### src/rtl/font_arb_pkg.sv
// Shared font ROM geometry and address packing for the font ROM arbiter.
package font_arb_pkg;

   localparam int FONT_CHAR_W = 7;
   localparam int FONT_ROW_W  = 4;
   localparam int FONT_DATA_W = 8;
   localparam int FONT_ADDR_W = FONT_CHAR_W + FONT_ROW_W;

   // Glyph rows of one character are contiguous in the ROM.
   function automatic logic [FONT_ADDR_W-1:0] font_addr(input logic [FONT_CHAR_W-1:0] ch,
                                                        input logic [FONT_ROW_W-1:0]  row);
      return {ch, row};
   endfunction

endpackage

### src/rtl/font_rom_arbiter_rr.sv
// Combinational round-robin picker: first asserted request at or after ptr_i, wrapping.
module rr_arbiter #(
   parameter int NUM_REQ = 2,
   parameter int ID_W    = (NUM_REQ > 1) ? $clog2(NUM_REQ) : 1
) (
   input  logic [NUM_REQ-1:0] req_i,
   input  logic [ID_W-1:0]    ptr_i,
   output logic [NUM_REQ-1:0] gnt_o,
   output logic [ID_W-1:0]    idx_o,
   output logic               any_o
);

   int j;

   always_comb begin
      gnt_o = '0;
      idx_o = '0;
      any_o = 1'b0;
      j     = 0;
      for (int k = 0; k < NUM_REQ; k++) begin
         j = int'(ptr_i) + k;
         if (j >= NUM_REQ) j = j - NUM_REQ;
         if (!any_o && req_i[j]) begin
            any_o    = 1'b1;
            gnt_o[j] = 1'b1;
            idx_o    = ID_W'(j);
         end
      end
   end

endmodule

### src/rtl/font_rom_arbiter.sv
// Round-robin arbiter with burst lock sharing one registered-output font ROM.
// FONT_ARB_RSP_REG_EN adds an output register stage (response latency 2 clk).
module font_rom_arbiter
   import font_arb_pkg::*;
#(
   parameter int  NUM_REQ = 2,
   parameter int  CHAR_W  = FONT_CHAR_W,
   parameter int  ROW_W   = FONT_ROW_W,
   parameter int  DATA_W  = FONT_DATA_W,
   localparam int ID_W    = (NUM_REQ > 1) ? $clog2(NUM_REQ) : 1
) (
   input  logic                      clk,
   input  logic                      rst_n,
   input  logic [NUM_REQ-1:0]        req,
   input  logic [NUM_REQ-1:0]        req_lock,
   input  logic [NUM_REQ*CHAR_W-1:0] req_char,
   input  logic [NUM_REQ*ROW_W-1:0]  req_row,
   output logic [NUM_REQ-1:0]        gnt,
   output logic [CHAR_W+ROW_W-1:0]   rom_addr,
   input  logic [DATA_W-1:0]         rom_data,
   output logic                      rsp_valid,
   output logic [ID_W-1:0]           rsp_id,
   output logic [DATA_W-1:0]         rsp_data
);

   // Handshake: a requester holds req/char/row until gnt; gnt[i] high means the
   // read is accepted at the next clk edge and its byte returns tagged with id i.
   logic              lock_valid_q, lock_valid_d;
   logic [ID_W-1:0]   lock_owner_q, lock_owner_d;
   logic [ID_W-1:0]   rr_ptr_q, rr_ptr_d;
   logic              tag_valid_q;
   logic [ID_W-1:0]   tag_id_q;

   logic [NUM_REQ-1:0] rr_gnt;
   logic [ID_W-1:0]    rr_idx, gnt_idx;
   logic               rr_any, gnt_any, lock_hold;
   logic [CHAR_W-1:0]  sel_char;
   logic [ROW_W-1:0]   sel_row;
   logic               rsp_valid_c;
   logic [ID_W-1:0]    rsp_id_c;
   logic [DATA_W-1:0]  rsp_data_c;

   rr_arbiter #(.NUM_REQ(NUM_REQ), .ID_W(ID_W)) u_rr (
      .req_i (req),
      .ptr_i (rr_ptr_q),
      .gnt_o (rr_gnt),
      .idx_o (rr_idx),
      .any_o (rr_any)
   );

   // The owner keeps priority only while it still requests with lock asserted.
   assign lock_hold = lock_valid_q && req[lock_owner_q] && req_lock[lock_owner_q];

   always_comb begin
      gnt          = rr_gnt;
      gnt_idx      = rr_idx;
      gnt_any      = rr_any;
      sel_char     = '0;
      sel_row      = '0;
      lock_valid_d = 1'b0;
      lock_owner_d = lock_owner_q;
      rr_ptr_d     = rr_ptr_q;
      if (lock_hold) begin
         gnt               = '0;
         gnt[lock_owner_q] = 1'b1;
         gnt_idx           = lock_owner_q;
         gnt_any           = 1'b1;
      end
      for (int i = 0; i < NUM_REQ; i++) begin
         if (gnt[i]) begin
            sel_char = req_char[i*CHAR_W +: CHAR_W];
            sel_row  = req_row[i*ROW_W +: ROW_W];
         end
      end
      if (gnt_any) begin
         lock_valid_d = req_lock[gnt_idx];
         lock_owner_d = gnt_idx;
         rr_ptr_d     = (gnt_idx == ID_W'(NUM_REQ - 1)) ? '0 : gnt_idx + ID_W'(1);
      end
   end

   assign rom_addr = {sel_char, sel_row};

   always_ff @(posedge clk or negedge rst_n) begin
      if (!rst_n) begin
         lock_valid_q <= 1'b0;
         lock_owner_q <= '0;
         rr_ptr_q     <= '0;
         tag_valid_q  <= 1'b0;
         tag_id_q     <= '0;
      end else begin
         lock_valid_q <= lock_valid_d;
         lock_owner_q <= lock_owner_d;
         rr_ptr_q     <= rr_ptr_d;
         tag_valid_q  <= gnt_any;
         tag_id_q     <= gnt_idx;
      end
   end

   assign rsp_valid_c = tag_valid_q;
   assign rsp_id_c    = tag_id_q;
   assign rsp_data_c  = tag_valid_q ? rom_data : '0;

`ifdef FONT_ARB_RSP_REG_EN
   logic              rsp_valid_q;
   logic [ID_W-1:0]   rsp_id_q;
   logic [DATA_W-1:0] rsp_data_q;

   always_ff @(posedge clk or negedge rst_n) begin
      if (!rst_n) begin
         rsp_valid_q <= 1'b0;
         rsp_id_q    <= '0;
         rsp_data_q  <= '0;
      end else begin
         rsp_valid_q <= rsp_valid_c;
         rsp_id_q    <= rsp_id_c;
         rsp_data_q  <= rsp_data_c;
      end
   end

   assign rsp_valid = rsp_valid_q;
   assign rsp_id    = rsp_id_q;
   assign rsp_data  = rsp_data_q;
`else
   assign rsp_valid = rsp_valid_c;
   assign rsp_id    = rsp_id_c;
   assign rsp_data  = rsp_data_c;
`endif

endmodule
### config.mk
export PLATFORM = sky130hd
export DESIGN_NAME = font_rom_arbiter
export DESIGN_NICKNAME = d
export VERILOG_FILES = /design/src/rtl/font_arb_pkg.sv /design/src/rtl/font_rom_arbiter_rr.sv /design/src/rtl/font_rom_arbiter.sv
export SDC_FILE = /design/constraint.sdc
export NUM_CORES = 1
export LEC_CHECK = 0
export CORE_UTILIZATION = 26
export DETAILED_ROUTE_END_ITERATION = 7
export PLACE_DENSITY = 0.79
export RECOVER_POWER = 25
export SLEW_MARGIN = 10
export SYNTH_ARGS = -nofsm -noshare
export SYNTH_HDL_FRONTEND = slang
export SYNTH_SLANG_ARGS = --single-unit
### constraint.sdc
create_clock -name clk -period 1.9 [get_ports clk]
set_input_delay 0.285 -clock clk [delete_from_list [all_inputs] [get_ports clk]]
set_output_delay 0.285 -clock clk [all_outputs]
set_load 0.05 [all_outputs]
==> results.md, run 1 <==
- The initial antenna violation count is 0.
- The proportion of power drawn by flip-flops and latches is 12.4%.
- The final count of negative-setup-slack endpoints is 13.
- Counting flops with a built-in enable in the synthesized netlist gives 0.
- Buffers inserted to repair hold after CTS numbered 0.
- Averaged over all synthesized cells, the footprint is between 9 and 10 sq um.
- Counting along the longest clock path gives a buffer depth of 2.
- The count of input and output buffers is 58.
- The switching power summed over all nets is roughly 0.00048 W.
- The data arrival time of the critical path is 1800 ps.
- In this run the worst hold path is classified as primary input to asynchronous set/reset pin.
- The required time of the critical path is 1620 ps.
- At the end of routability-driven placement, the weighted congestion stood at around 0.84.
- The capturing instance or port of the critical path is rom_addr[1].
- Tracing the worst setup path back leads to its startpoint at lock_valid_q$_DFF_PN0_.
- The worst setup slack before clock tree synthesis is -210 ps.
- Sorting the synthesized cells by how often they occur yields 11 x a22o_1, 9 x and2_1, 5 x dfrtp_1, 4 x nand2_1, 3 x a21oi_1.
- The setup path with the least slack is of type register to primary output.
- The startpoint class of the critical path is a register.
- After clock tree synthesis, the clock-pin slew on the worst setup and hold paths is approximately 60 ps.
- The core area is between 0.0015 and 0.002 sq mm.
- The setup total negative slack is -2130 ps.
- The area share of the largest cell type after synthesis is 25.3%.
- The insertion delay of the later-clocked pin in the worst-skew pair is approximately 270 ps.
- The biggest fanout along the worst timing path is 6.
- When the netlist entered floorplanning its net count stood at 89.
- The slack of the worst reg-to-reg path is 570 ps.
- The boundary pin count is around 60.
- The layout has 54 filler cells.
- a22o_1 is the most common cell in the netlist.
- Counting every instance in the synthesized netlist gives 53.
- Combinational logic is responsible for 74.1% of the overall power.
- The most prevalent standard cell on the critical path is buf_12.
- The reg-to-reg endpoint is rsp_id$_DFF_PN0_.
- On the final layout, the worst hold slack is 315 ps.
- The clock root buffer master is clkbuf_4.
- The area of the mapped netlist is 495 sq um.
- The worst-margin pin slew is about 540 ps.
- The maximum resistive drop on vdd is 0.532 mV.
- From left edge to right edge, the die measures 45.7 um.
- The number of global-route vias before repair is 946.
- The row count is 15.
- For this design, the slowest cell found on the critical path is dfrtp_2.
- The die covers 0.00208 sq mm.
- The final routed wire length divided by cell count is approximately 27 um.
- The total CTS buffers is 3.
- In this run the critical register-to-register path is launched from lock_valid_q$_DFF_PN0_.
- The minimum setup slack in the final design is -187 ps.
- Yosys attributes the largest share of cell area to dfrtp_1 25%, a22o_1 19%, and2_1 11%.
- The violation count after the first detailed-routing iteration is 44.
- The initial core utilization is 28.1%.
- Detailed placement finished with a half-perimeter wire length of 2130 um.
- The count of H-tree levels built during CTS is 1.
- The clock net in this run drives a total of 5 sinks.
- The clock power share is around 14%.
- The clock arrives with approximately 11 ps of skew.
- TritonCTS built the clock tree.
- The depth of the worst register-to-register path is 4.
- The number of different library cells used by synthesis comes to 25.
- Max-cap violations in this run came to 0.
- The number of antenna diodes in the final layout is 0.
- The largest area contributor in the netlist is dfrtp_1.
- The worst setup path is captured at a primary output.
- The first global-routing pass estimated between 5000 and 6000 um of wire.
- Summing all flip-flop and latch instances after layout gives 129 sq um.
- Headroom to the max-slew limit came out at 64.2%.
- Traced cell by cell, the critical path runs through a21bo_4 > a221oi_4 > buf_12 > buf_8 > a22o_4 > buf_12.
- The final critical path takes up 110% of the cycle.
- In the routed layout, each cell is associated on average with a via count of 6.04.
- The leakage dissipation is 0.727 nW.
- The number of iterations in the first detailed-routing pass is 6.
- Cells with a size suffix above 1 make up 50.4% of the layout.
- Relative to the synthesized area, the layout overhead comes to 237%.
- Entering global routing, the biggest net connects 10 pins.
- The remaining number of nets flagged by the antenna check after routing is 0.
- The total number of vias is 966.
- The final routed DRC violation total is 0.
- The portion of the post-synthesis area used by sequential elements is 25.3%.
- The time the final worst path needs with I/O delays and setup is 2090 ps.
- The internal portion of total power is 0.000635 W.
- The area used by multi-input combinational logic is approximately 460 sq um.
- The number of slew-limit violations in the final report is 0.
- Dividing total power by cell area gives a power density of 668 mW/mm^2.
- The run finished, with violations left.
- The total overflow left after global routing is 0.
- The highest achievable clock rate is 479 MHz.
- The worst stage delay on the critical path is 440 ps.
- The overall fraction of global-route tracks in use is 38.1%.
- The checks that failed: negative setup slack.
- After synthesis, the share of flip-flops with an asynchronous set or reset is 100%.
- For this block, the routed nets add up to 4260 um of wire.
- In this run the vertical extent of the chip is 45.7 um.
- In the final design database the tool counted ~170 nets.
- The most used flip-flop cell after synthesis is dfrtp_1.
- In this run, synthesis produced a sequential element count of 5.
- The count of endpoints failing hold in the final timing report is 0.
- The count of synthesis-stage warnings from yosys is 0.
- Setup repair after global routing could not meet its margin everywhere.
- The net switching fraction of the power is 43.1%.
-- timing repair --
| action | in CTS | in global routing |
|---|---|---|
| resized for setup | 27 | 4 |
| endpoints found under the hold margin | 0 | 0 |
| endpoints found under the setup margin | 13 | 14 |
| pin swaps | 2 | 0 |
| setup buffers | 9 | 1 |
| cloned | 1 | 0 |
-- kinds of logic (layout without fill, tap and decap cells) --
kind of cell           after synthesis  in the layout  synth area share, %
buffers and inverters                4             86                 5.55
flip-flops                           5              5                 25.3
AND/OR/NAND/NOR                     21             21                 25.3
AO/OA/AOI/OAI                       23             23                 43.9
-- metal layers --
layer | track usage (%) | up-vias | wire [um]
met3 | 7.14 | 40 | 363
met4 | 24.8 | 0 | 299
li1 | - | 371 | -
met5 | 0 | - | 0
met1 | 36.0 | 455 | 1400
met2 | 73.1 | 100 | 2200
-- critical path: cells and delay by family (launching register included) --
family,cells,cell delay (ps)
flops,1,440
buf+inv,3,400
compound gates,3,670
-- power groups by stage --
stage	sequential, W	combinational (W)	clock [W]
after floorplan	0.000149	0.000293	0
after global placement	0.000141	0.000645	0
after detailed placement	0.000142	0.000661	0
after CTS	0.000135	0.000777	0.000133
after global routing	0.000139	0.000844	0.000151
final	0.000138	0.000826	0.000151
-- sequential cells by signal, summed over array words and instances, names as in the netlist --
name          cells
lock_owner_q      1
lock_valid_q      1
rr_ptr_q          1
rsp_id            1
rsp_valid         1
-- layout make-up --
class                      instances  share of cell area (%)
timing repair buffer              81                    61.3
multi-input combinational         44                    27.3
sequential                         5                    7.72
tap                               25                    1.87
clock buffer                       4                    1.57
inverter                           1                   0.225
-- metrics by stage --
| stage | std cells | area [sq um] | total power (W) | utilization (%) |
|---|---|---|---|---|
| finish | 160 | 1670 | 0.00112 | 94.7 |
| global route | 160 | 1670 | 0.00113 | 94.7 |
| CTS | 159 | 1650 | 0.00104 | 93.4 |
| detailed placement | 145 | 1420 | 0.000803 | 80.5 |
| global placement | 145 | 1420 | 0.000786 | 80.5 |
| floorplan | 53 | 507 | 0.000442 | - |
-- worst min path at each step --
stage,from,endpoint,slack (ps),cells past startpoint
final,rst_n,rsp_id$_DFF_PN0_,310,1
after global routing,rst_n,rsp_id$_DFF_PN0_,350,1
after CTS,rst_n,rsp_id$_DFF_PN0_,260,1
after detailed placement,rst_n,rsp_id$_DFF_PN0_,530,1
after global placement,rst_n,rsp_id$_DFF_PN0_,520,1
after floorplan,rst_n,lock_owner_q$_DFFE_PN0P_,-10,0
-- placed cells by master (no fill, tap or decap), types with 2 or more instances in the layout --
| master | synthesis | layout |
|---|---|---|
| a21oi_1 | 3 | 2 |
| a22o_4 | 0 | 10 |
| and2_1 | 9 | 9 |
| buf_12 | 0 | 23 |
| buf_4 | 1 | 16 |
| buf_6 | 1 | 3 |
| clkbuf_4 | 0 | 3 |
| clkdlybuf4s50_1 | 0 | 31 |
| dfrtp_1 | 5 | 2 |
| dfrtp_2 | 0 | 3 |
| dlygate4sd2_1 | 0 | 4 |
| nand2_1 | 4 | 3 |
| nand3b_1 | 2 | 2 |
Power figures use the tool's default switching activity.
==> run 2: changes to the inputs <==
--- a/config.mk
+++ b/config.mk
@@ -7,6 +7,8 @@
 export LEC_CHECK = 0
 export CORE_UTILIZATION = 26
 export DETAILED_ROUTE_END_ITERATION = 7
+export GPL_ROUTABILITY_DRIVEN = 0
+export HOLD_SLACK_MARGIN = 0.1
 export PLACE_DENSITY = 0.79
 export RECOVER_POWER = 25
 export SLEW_MARGIN = 10
==> constraint.sdc (replaced) <==
create_clock -name clk -period 2 [get_ports clk]
set_input_delay 0.3 -clock clk [delete_from_list [all_inputs] [get_ports clk]]
set_output_delay 0.3 -clock clk [all_outputs]
set_load 0.05 [all_outputs]
==> run 2 against run 1 <==
Net effect: the flow still finishes with violations (negative setup slack); sequential power down 5%; clock skew down 4.8 ps; combinational power down 14%; highest routed layer unchanged; global-route usage down 11 points; register-to-register slack better by 160 ps; sequential share of layout area up 0.39 points; via count down 17%; critical path depth down 1; non-clock buffer count down 6; power down 13%; die area unchanged.
==> results.md, run 2 (synthesis gave the netlist of run 1 again) <==
- The run finished, with violations left.
- The final reports fail on negative setup slack.
- The insertion delay of the later-clocked pin in the worst-skew pair is 250 ps.
- The filler cell count in the final layout is 78.
- The critical path depth in cells is 5.
- Before antenna repair, the detailed router went through 4 iterations.
- Of the available clock period, the critical path in the final layout requires 103%.
- The number of hold buffers added after cts is 0.
- The number of maximum-capacitance constraint violations is 0.
- 59 I/O pins were placed.
- The final standard cell count with taps included and fillers excluded is 154.
- In this run, flip-flops and latches consume 13.5% of the power.
- Of all nets on the critical path, the largest fanout is 6.
- The clock network burns 12.9% of the power.
- In this run the power density over the cells is 611 mW/mm^2.
- The combinational cell fraction of total power is 73.6%.
- For the worst flop-to-flop path, the logic depth is 4.
- The wire length after detailed routing is approximately 3100 um.
- Setup slack on the critical path of the routed design comes to -67.6 ps.
- Data on the critical path arrives at its endpoint at between 1500 and 2000 ps.
- The maximum number of pins on one net before global-route repair is 13.
- The total CTS buffers is 3.
- Dividing the detail-routed wire length by the instance count gives 20.0 um.
- The total number of vias is 800.
- The required time of the critical path is about 1700 ps.
- After clock tree synthesis, the clock-pin slew on the worst setup and hold paths is about 50 ps.
- The number of buffers and inverters on the critical path is 2.
- Total power for the finished layout comes to 0.000971 W.
- The kind of cell adding the most delay to the critical path is compound AO/OA/AOI/OAI gates.
- The vias per cell is 5.19.
- Setup repair after global routing could not meet its margin everywhere.
- Summed over all layers, the global routing overflow is 0.
- The total area inside the core boundary comes to roughly 0.0018 sq mm.
- The count of endpoints failing hold in the final timing report was 0.
- Registers take 129 sq um.
- The sink count of the clock tree is 5.
- The relative slew slack is between 60% and 70%.
- The capturing instance or port of the critical path is rom_addr[0].
- STA classifies the critical path startpoint as a register.
- The library cell used most frequently in the layout, excluding fill and tap cells, is clkdlybuf4s50_1.
- Timing analysis after detailed placement gives a worst setup slack of -156 ps.
- In the final timing run, aggregate negative setup slack is -439 ps.
- The start point of the critical path is lock_valid_q$_DFF_PN0_.
- Net switching is approximately two fifths of the power.
- Setup violations remaining at the end of the flow were counted as 10.
- The endpoint identified for the worst register-to-register timing path is lock_valid_q$_DFF_PN0_.
- The horizontal die dimension is roughly 46 um.
- The count of nets left with antenna violations once routing finished came out at 0.
- The worst setup path is captured at a primary output.
- The total instance count after detailed placement is between 100 and 150.
- The initial core utilization is between 20% and 30%.
- The area growth from synthesis to layout is 221%.
- The worst-margin pin slew is 495 ps.
- The fraction of final layout cells with drive strength greater than 1 is 45.7%.
- In this run the number of H-tree levels came out at 1.
- Across the VDD grid, the largest voltage drop is 0.488 mV.
- The number of slew-limit violations in the final report was 0.
- For this design the total switching power over the nets is 0.000401 W.
- Walking the worst path, the cells encountered are a21bo_4 > a221oi_4 > buf_4 > a22o_4 > buf_12.
- The die outline height is 45.7 um.
- The analysis attributes to cell leakage a power of 0.699 nW.
- The maximum count of clock buffers along a single path is 2.
- The antenna diode count is 0.
- The multi-input combinational cells in the finished layout cover a total of 440 sq um.
- The library cells used most frequently in the layout, excluding fill and tap cells, are 32 x clkdlybuf4s50_1, 22 x buf_12, 13 x buf_4.
- The clock tree from TritonCTS is done.
- The row count is 15.
- The kind of critical path is register to primary output.
- The die footprint is 0.00208 sq mm.
- Cells fill about nine tenths of the core in the end.
- The detailed placer's ending HPWL is 1760 um.
- The worst stage delay on the critical path is 450 ps.
- The time the final worst path needs with I/O delays and setup is just over 2000 ps.
- For this run, the post-layout net count is 166.
- The initial antenna violation count is 0.
- Across every metal layer, demand over resource in global routing totals 27.3%.
- The slack of the worst reg-to-reg path is roughly 730 ps.
- After detailed routing, the number of remaining DRC violations is 0.
- Between clock sinks in the finished design, the worst skew comes to 5.73 ps.
- The worst-path cell with the longest stage delay is dfrtp_2.
- Buffers placed on the I/O ports in this run total 58.
- The origin of the critical flop-to-flop path is rr_ptr_q$_DFFE_PN0P_.
- The internal portion of total power is ~0.00057 W.
- Static timing analysis puts the maximum clock frequency at 484 MHz.
- Clock tree synthesis selected as its root buffer the cell clkbuf_4.
- The number of global-route vias before repair is 784.
- The first global-routing pass estimated 3930 um of wire.
- For this block, the initial DRC count from the detailed router was 39.
- The tightest min-delay check is of the primary input to asynchronous set/reset pin type.
[run 2: cell count changes in the layout (fill, tap and decap cells not counted), sizes merged]
cell           delta
dlygate4sd2       -2
clkbuf            +1
buf               -7
clkdlybuf4s50     +1
dlymetal6s2s      +1
[run 2: power groups by stage]
stage          Clock [W]  Sequential, W  Combinational [W]
6_report        0.000125       0.000131           0.000714
5_1_grt         0.000133       0.000133           0.000734
4_1_cts         0.000120       0.000129           0.000670
3_5_place_dp           0       0.000135           0.000614
3_3_place_gp           0       0.000134           0.000605
2_1_floorplan          0       0.000141           0.000272
[run 2: layer usage]
| metal | part of all wire [%] | track usage, % | wire length (um) | vias to the layer above |
|---|---|---|---|---|
| met5 | 0 | 0 | 0 | - |
| met4 | 3.3 | 13.9 | 102 | 0 |
| met3 | 6.7 | 5.95 | 205 | 10 |
| met2 | 55 | 49.1 | 1700 | 47 |
| met1 | 35 | 29.3 | 1070 | 384 |
| li1 | - | - | - | 359 |
[run 2: worst min path at each step]
| stage | startpoint | slack, ps | endpoint |
|---|---|---|---|
| after global placement | rst_n | 530 | rsp_id$_DFF_PN0_ |
| after detailed placement | rst_n | 530 | lock_valid_q$_DFF_PN0_ |
| final | rst_n | 360 | lock_valid_q$_DFF_PN0_ |
| after CTS | rst_n | 270 | rsp_id$_DFF_PN0_ |
| after floorplan | rst_n | 4 | lock_owner_q$_DFFE_PN0P_ |
| after global routing | rst_n | 360 | rsp_id$_DFF_PN0_ |
[run 2: stage by stage]
step | hold WS (ps) | cell area, sq um
floorplan | 4.41 | 495
global placement | 529 | 1390
detailed placement | 532 | 1390
CTS | 274 | 1510
global route | 357 | 1590
finish | 355 | 1590
[run 2: cell type report]
class,count,area share [%]
Timing Repair Buffer,75,60.3
Multi-Input combinational cell,44,27.7
Sequential cell,5,8.11
Tap cell,25,1.97
Clock buffer,4,1.65
Inverter,1,0.236
[run 2: repair_timing]
action	4_1_cts	5_1_grt
pin swaps	4	7
gates resized for setup	8	15
endpoints found under the setup margin	11	12
gates cloned	1	1
setup buffers	7	0
==> run 3: changes to the inputs <==
--- a/config.mk
+++ b/config.mk
@@ -7,7 +7,6 @@
 export LEC_CHECK = 0
 export CORE_UTILIZATION = 26
 export DETAILED_ROUTE_END_ITERATION = 7
-export GPL_ROUTABILITY_DRIVEN = 0
 export HOLD_SLACK_MARGIN = 0.1
 export PLACE_DENSITY = 0.79
 export RECOVER_POWER = 25
==> results of run 3 <==
The final DEF is identical to that of run 2; final timing and power are the same.
